File: config.mk
export PLATFORM = sky130hd
export DESIGN_NAME = mmu_boot_seq
export DESIGN_NICKNAME = d
export VERILOG_FILES = /design/src/rtl/mmu_boot_seq.sv
export SDC_FILE = /design/constraint.sdc
export NUM_CORES = 1
export LEC_CHECK = 0
export ABC_AREA = 1
export BUFFER_PORTS_ARGS = -buffer_cell sky130_fd_sc_hd__buf_2
export CAP_MARGIN = 25
export CORE_MARGIN = 8
export CORE_UTILIZATION = 39
export DETAILED_ROUTE_END_ITERATION = 16
export GPL_ROUTABILITY_DRIVEN = 1
export PLACE_DENSITY_LB_ADDON = 0.2
export SYNTH_ARGS = -nofsm -noshare
export SYNTH_HDL_FRONTEND = slang
export SYNTH_SLANG_ARGS = --single-unit
File: constraint.sdc
create_clock -name clk -period 1.2 [get_ports clk]
set_input_delay 0.3 -clock clk [delete_from_list [all_inputs] [get_ports clk]]
set_output_delay 0.3 -clock clk [all_outputs]
set_load 0.03 [all_outputs]
File: src/rtl/mmu_boot_seq.sv
// Boot-map loader and CPU write arbiter for the MinTZ80 MMU page-map register file.
// Owns the $D1 unlock/lock gate and drives the Z80 WAIT line.
module mmu_boot_seq #(
    parameter logic [23:0] BOOT_MAP = 24'o11111110,
    parameter int          ENTRIES  = 8
) (
    input  logic       clk,
    input  logic       reset,
    input  logic       start,
    input  logic       cpu_req,
    input  logic [2:0] cpu_adr,
    input  logic [2:0] cpu_data,
    input  logic       lock_rd,
    input  logic       lock_wr,
    output logic       cpu_ack,
    output logic       wait_n,
    output logic       mm_we,
    output logic [2:0] mm_adr,
    output logic [2:0] mm_data,
    output logic       locked,
    output logic       busy,
    output logic       done
);

    localparam logic [2:0] LAST_IDX = 3'(ENTRIES - 1);

    typedef enum logic [2:0] {
        ST_UNLOCK = 3'd0,
        ST_WRITE  = 3'd1,
        ST_LOCK   = 3'd2,
        ST_IDLE   = 3'd3,
        ST_GRANT  = 3'd4
    } state_t;

    state_t     state_r;
    logic [2:0] idx_r;
    logic       armed_r;
    logic       locked_nxt_s;
    logic       grant_s;

    function automatic logic [2:0] boot_entry(input logic [2:0] i);
        return BOOT_MAP[int'(i) * 3 +: 3];
    endfunction

    // Lock gate next value: a same-cycle lock write wins over the unlock read.
    always_comb begin
        locked_nxt_s = locked;
        if (lock_wr) begin
            locked_nxt_s = 1'b1;
        end else if (lock_rd) begin
            locked_nxt_s = 1'b0;
        end else begin
            locked_nxt_s = locked;
        end
    end

    // A grant is only taken from IDLE, behind start, and once per request.
    always_comb begin
        grant_s = 1'b0;
        if (state_r == ST_IDLE && !start && cpu_req && armed_r) begin
            grant_s = 1'b1;
        end else begin
            grant_s = 1'b0;
        end
    end

    // WAIT is held inactive in reset so the CPU is never stalled by a dead sequencer.
    assign wait_n = ~(reset & cpu_req & ~cpu_ack);

    // Sequencer state, lock gate and all registered outputs.
    always_ff @(posedge clk or negedge reset) begin
        if (!reset) begin
            state_r <= ST_UNLOCK;
            idx_r   <= 3'd0;
            armed_r <= 1'b1;
            locked  <= 1'b1;
            busy    <= 1'b1;
            done    <= 1'b0;
            mm_we   <= 1'b0;
            mm_adr  <= 3'd0;
            mm_data <= 3'd0;
            cpu_ack <= 1'b0;
        end else begin
            locked  <= locked_nxt_s;
            mm_we   <= 1'b0;
            cpu_ack <= 1'b0;

            if (!cpu_req) begin
                armed_r <= 1'b1;
            end else if (grant_s) begin
                armed_r <= 1'b0;
            end else begin
                armed_r <= armed_r;
            end

            case (state_r)
                ST_UNLOCK: begin
                    state_r <= ST_WRITE;
                    idx_r   <= 3'd0;
                    mm_we   <= 1'b1;
                    mm_adr  <= 3'd0;
                    mm_data <= boot_entry(3'd0);
                end
                ST_WRITE: begin
                    if (idx_r == LAST_IDX) begin
                        state_r <= ST_LOCK;
                    end else begin
                        idx_r   <= idx_r + 3'd1;
                        mm_we   <= 1'b1;
                        mm_adr  <= idx_r + 3'd1;
                        mm_data <= boot_entry(idx_r + 3'd1);
                    end
                end
                ST_LOCK: begin
                    // Closing the gate here overrides any unlock read this cycle.
                    locked  <= 1'b1;
                    busy    <= 1'b0;
                    done    <= 1'b1;
                    state_r <= ST_IDLE;
                end
                ST_IDLE: begin
                    if (start) begin
                        state_r <= ST_UNLOCK;
                        busy    <= 1'b1;
                        done    <= 1'b0;
                    end else if (grant_s) begin
                        state_r <= ST_GRANT;
                        cpu_ack <= 1'b1;
                        mm_we   <= ~locked_nxt_s;
                        mm_adr  <= cpu_adr;
                        mm_data <= cpu_data;
                    end else begin
                        state_r <= ST_IDLE;
                    end
                end
                ST_GRANT: begin
                    state_r <= ST_IDLE;
                end
                default: begin
                    state_r <= ST_UNLOCK;
                    idx_r   <= 3'd0;
                    busy    <= 1'b1;
                    done    <= 1'b0;
                end
            endcase
        end
    end

endmodule
## Word-level counts from Yosys, hierarchy flattened

Index checks and enable logic that the tools add are counted.
Widths: inputs -> output; s select.

- Flip-flop bits (word level): 18
- Word-level logic and storage cells: 73
- Input bits: 12

- Equality and inequality tests: 11
- Bitwise operators: 7
- Reductions and logical operators: 12
- Multiply operators: 1
- Multiplexer cells: 30
- Add/subtract/negate cells: 1
- Shifts and indexed selects: 1

Operators with widths:

| operator | number |
|---|---|
| $mux 3 | 9 |
| $shiftx 24x6->3 const A | 1 |
| $pmux 3 s3 | 2 |
| $mux 1 | 14 |
| $pmux 3 s4 | 1 |
| $ne 2x2->1 const B | 5 |
| $pmux 1 s3 | 3 |
| $eq 3x2->1 const B | 2 |
| $eq 3x3->1 const B | 2 |
| $pmux 3 s2 | 1 |
| $reduce_or 3->1 | 2 |
| $mul 3x2->5 const B | 1 |
| $not 1->1 | 5 |
| $reduce_and 2->1 | 2 |
| $reduce_and 4->1 | 1 |
| $add 3x1->3 const B | 1 |
| $eq 3x1->1 const B | 1 |
| $logic_and 1x1->1 | 3 |
| $logic_not 3->1 | 1 |
| $reduce_bool 3->1 | 1 |
| $and 1x1->1 | 2 |
| $ne 2x1->1 const B | 1 |
| $reduce_or 2->1 | 1 |
| $logic_not 1->1 | 1 |

## Logic depth before layout (Yosys ltp)

- Depth after elaboration: 8
- Mapped depth: 8

## Worst setup path before layout

No wires, ideal clock.

- Kind: reg-to-reg
- From: reg idx_r[0]
- To: reg mm_adr[0]
- Arrival time: 1.165 ns
- Path buffers: 0
- Library setup time: 0.118 ns
- Path slack: -0.082 ns
- Stages on the path, launching flop included: 7
- Cell sequence: dfrtp_1 -> ha_1 -> ha_1 -> nand4_1 -> nand3_2 -> nand2_1 -> nand2_1

- Longest elaborated chain between the ends: 3
- Elaborated cells on any way between the ends: 6

Ends and longest elaborated chain:

| element | line | source |
|---|---|---|
| start, declared | 36 | `logic [2:0] idx_r;` |
| start signal, assigned | 108 | `idx_r <= idx_r + 3'd1;` |
| $add 3x1->3 / $eq 3x3->1 (equally long branches) | 110, 105 |  |
| $mux 3 / $ne 2x2->1 (equally long branches) | -- |  |
| $pmux 3 s3 / $reduce_and 4->1 (equally long branches) | -- |  |
| end signal, assigned | 110 | `mm_adr <= idx_r + 3'd1;` |
| end signal, assigned | 130 | `mm_adr <= cpu_adr;` |
| end, declared | 18 | `output logic [2:0] mm_adr,` |

Several ways; a longest one is shown, not always the timed one. The select of a mux whose other input is x is not followed.
A chain may end at the register's enable or synchronous reset.

## Worst setup path in the final report

- From: reg cpu_ack
- To: out wait_n

- Longest elaborated chain between the ends: 3

Ends and longest elaborated chain:

| element | line | source |
|---|---|---|
| start, declared | 15 | `output logic cpu_ack,` |
| start signal, assigned | 82 | `cpu_ack <= 1'b0;` |
| start signal, assigned | 86 | `cpu_ack <= 1'b0;` |
| start signal, assigned | 128 | `cpu_ack <= 1'b1;` |
| $not 1->1 | 68 | `assign wait_n = ~(reset & cpu_req & ~cpu_ack);` |
| $and 1x1->1 | 68 |  |
| $not 1->1 | 68 |  |
| end, declared | 16 | `output logic wait_n,` |

Every way passes these cells.

==> out/summary.md <==
The logs give -0.07 ns for the register-to-register path setup slack and 0 for the Yosys warning count. The critical path is of the register to output port type. The first global-routing pass estimated 4050 um of wire.

In this run the vertical extent of the chip is 64.5 um. Cell internal power was estimated by the tool at 2.06 mW. The critical path ends at wait_n. The cell area after layout is 1420 um2. During placement, the flow inserted port buffers numbering 23. The floorplan step defined a die boundary enclosing 4160 um2. The run gives 1820 um as the half-perimeter wire length after placement. The tools report the cell area after placement as 1220 um2. The multi-input combinational cells in the finished layout cover a total of 478 um2. The area of the placeable core was 2210 um2; the number of global-route vias before repair was 974. The area growth from synthesis to layout is 55.3%. The worst setup path is launched from a register. Between clock sinks in the finished design, the worst skew comes to 0.00598 ns.

In this run the worst path has a maximum fanout of 2. Cells with a size suffix above 1 make up 49.4% of the layout. The category of the worst setup path capture point is an output port. In this run, the number of DRC markers left after iteration 0 of detailed routing was 21.

At the end of routability-driven placement, the weighted congestion stood at 0.816. The worst register-to-register path begins at idx_r[0]. The floorplan has 17 rows. Global routing used 11.9% of the available tracks. In the routed layout, each cell is associated on average with a via count of 4.91. Worst min-delay path category: input pin to register. The number of levels in the clock H-tree was 1; the aggregate global routing overflow was 0.

The worst path setup slack after routing was -0.118 ns; the sequential share of power was 28.3%. For this run, design rule violations remaining after detail routing come to 0. Overall power consumption after layout is estimated at 3.70 mW. In this run, CTS created clock tree buffers numbering 3.

The tools report the largest voltage drop on the vdd net as 1.45 mV. The critical path arrival was 1.02 ns; the net switching component of the power was 1.64 mW. The I/O pin count is 24, and the layout filler cell count is 208.

Net switching is 44.2% of the power. The average wire length per cell after detail routing is 12.1 um. The detailed-router iteration count before antenna repair was 5. For this run, the top clock speed supported by timing is 759 MHz. The final setup violation count was 13; the flop and latch count out of synthesis was 18. The clock insertion delay at the later pin of the skew report is 0.30 ns, and the initial core utilization is 41.4%.

The share of the clock period used by the worst path after layout was 110%; the required time at the worst-slack endpoint was 0.90 ns. Combinational logic is responsible for 61.4% of the overall power. Setup repair after global routing could not meet its margin everywhere. In this run the power density over the cells is 2600 nW/um2. TritonCTS built the clock tree.

The run gives 916 um2 as the post-synthesis cell area. Entering global routing, the biggest net connects 19 pins. The detail route stage leaves a number of antenna-violating nets equal to 0.

The largest buffer count on any clock path is 2. Leaving out fill and tap cells, the most frequent cell in the layout is sky130_fd_sc_hd__nand2_1. In this run the worst setup path begins at cpu_ack.

The total vias in the final route came out at 952. The tools report the buffer cell driving the clock tree root as sky130_fd_sc_hd__clkbuf_4. The share of the Yosys chip area taken by registers is 49.6%. The run finished, with violations left. When the netlist entered floorplanning its net count stood at 128. The aggregate routed wire length was 2350 um.

Leaving out fill and tap cells, the most frequent cells in the layout are sky130_fd_sc_hd__nand2_1 (36), sky130_fd_sc_hd__buf_4 (31), sky130_fd_sc_hd__nand3_1 (13). The number of different library cells used by synthesis comes to 19. The worst register-to-register path ends at mm_data[0]. Averaged over all synthesized cells, the footprint is 8.11 um2.

The clock group share of total power is 10.3%, and the transition time of the tightest slew-check pin is 0.225 ns. Synthesis handed over a netlist of 113 instances. Across the run, the number of max-cap violations was 0. The reported leakage power is 0.758 nW, and the max-slew violation count is 0. The number of antenna violations at the first check in global routing came out at 0.

The time the worst path needs with I/O delays and setup was 1.32 ns; the clock-pin slew on the worst setup and hold paths was 0.11 ns. For the worst flop-to-flop path, the logic depth is 8. The final layout contains 182 nets. Count of antenna diodes in the layout: 0.

The clock drives 18 sinks. The width of the chip was 64.5 um; the count of endpoints failing hold in the final timing report was 0. Worst max-slew margin expressed relative to the limit: 85.0%. In the final layout, flip-flops and latches occupy 458 um2. The final reports fail on negative setup slack.
-- layout make-up --
class                      count  share of cell area (%)
clock buffer                   4                    2.55
inverter                      12                    3.17
sequential                    18                    32.2
timing repair buffer          50                    26.0
multi-input combinational     82                    33.6
tap                           28                    2.46
-- state kept, by name, summed over array words and instances (netlist names), 3 cells and up --
name,cells
idx_r,3
mm_adr,3
mm_data,3
state_r,3
-- repair_timing --
action	in CTS	in global routing
pin swaps	5	8
endpoints found under the hold margin	15	0
setup endpoints to repair	15	30
resized for setup	22	26
setup buffers	1	6
hold buffers	1	0
-- worst min path at each step --
stage / startpoint / endpoint / cells past startpoint
4_1_cts: cpu_req / armed_r / 2
5_1_grt: cpu_req / armed_r / 2
3_3_place_gp: reset / mm_adr[2] / 2
2_1_floorplan: reset / cpu_ack / 0
6_report: cpu_req / armed_r / 2
3_5_place_dp: reset / idx_r[2] / 2
-- critical path, cell delays in order, from the launching register on --
cell,delay [ns]
sky130_fd_sc_hd__dfrtp_1,0.39
sky130_fd_sc_hd__nand3b_1,0.18
sky130_fd_sc_hd__buf_6,0.15
-- power by group through the flow --
stage               clock [mW]  combinational, mW  sequential (mW)
finish                   0.382               2.27             1.05
global route             0.425               2.50             1.07
CTS                      0.402               2.00             1.03
detailed placement           0               1.84             1.03
global placement             0               1.81             1.01
floorplan                    0              0.884             1.31
-- per-stage QoR --
| step | setup TNS [ns] | utilization, % | instances | setup slack, ns | hold WS [ns] |
|---|---|---|---|---|---|
| 2_1_floorplan | -0.0367 | - | 113 | -0.00878 | 0.00441 |
| 3_3_place_gp | -0.448 | 55.1 | 182 | -0.0738 | 0.318 |
| 3_5_place_dp | -0.709 | 55.1 | 182 | -0.110 | 0.318 |
| 4_1_cts | -0.818 | 60.0 | 188 | -0.133 | 0.131 |
| 5_1_grt | -1.66 | 64.3 | 194 | -0.157 | 0.128 |
| 6_report | -0.652 | 64.3 | 194 | -0.118 | 0.138 |
-- cell usage after synthesis (all sizes together) --
cell type | number | share of area (%)
nand4 | 4 | 2.7
buf | 1 | 1.2
nand2 | 39 | 17
o21ai | 6 | 3.7
dfstp | 3 | 8.6
ha | 3 | 4.1
nor3 | 1 | 0.55
a21oi | 4 | 2.2
dfrtp | 15 | 41
nand3b | 1 | 0.82
nand3 | 16 | 9.3
nor2 | 8 | 4.4
inv | 12 | 4.9
-- layer usage --
metal  share of wire [%]  track usage, %  vias up
li1                    -               -      479
met1                  43            13.1      443
met2                  50            20.4       26
met3                 5.9            3.61        4
met4                 1.7            5.72        0
met5                   0               0        -
-- kinds of logic after synthesis --
| logic type | Yosys count | share of synthesized area (%) |
|---|---|---|
| fa+ha+maj | 3 | 4.10 |
| simple gates | 69 | 34.3 |
| flops | 18 | 49.6 |
| compound gates | 10 | 5.87 |
| buf+inv | 13 | 6.15 |
Power figures use the tool's default switching activity.
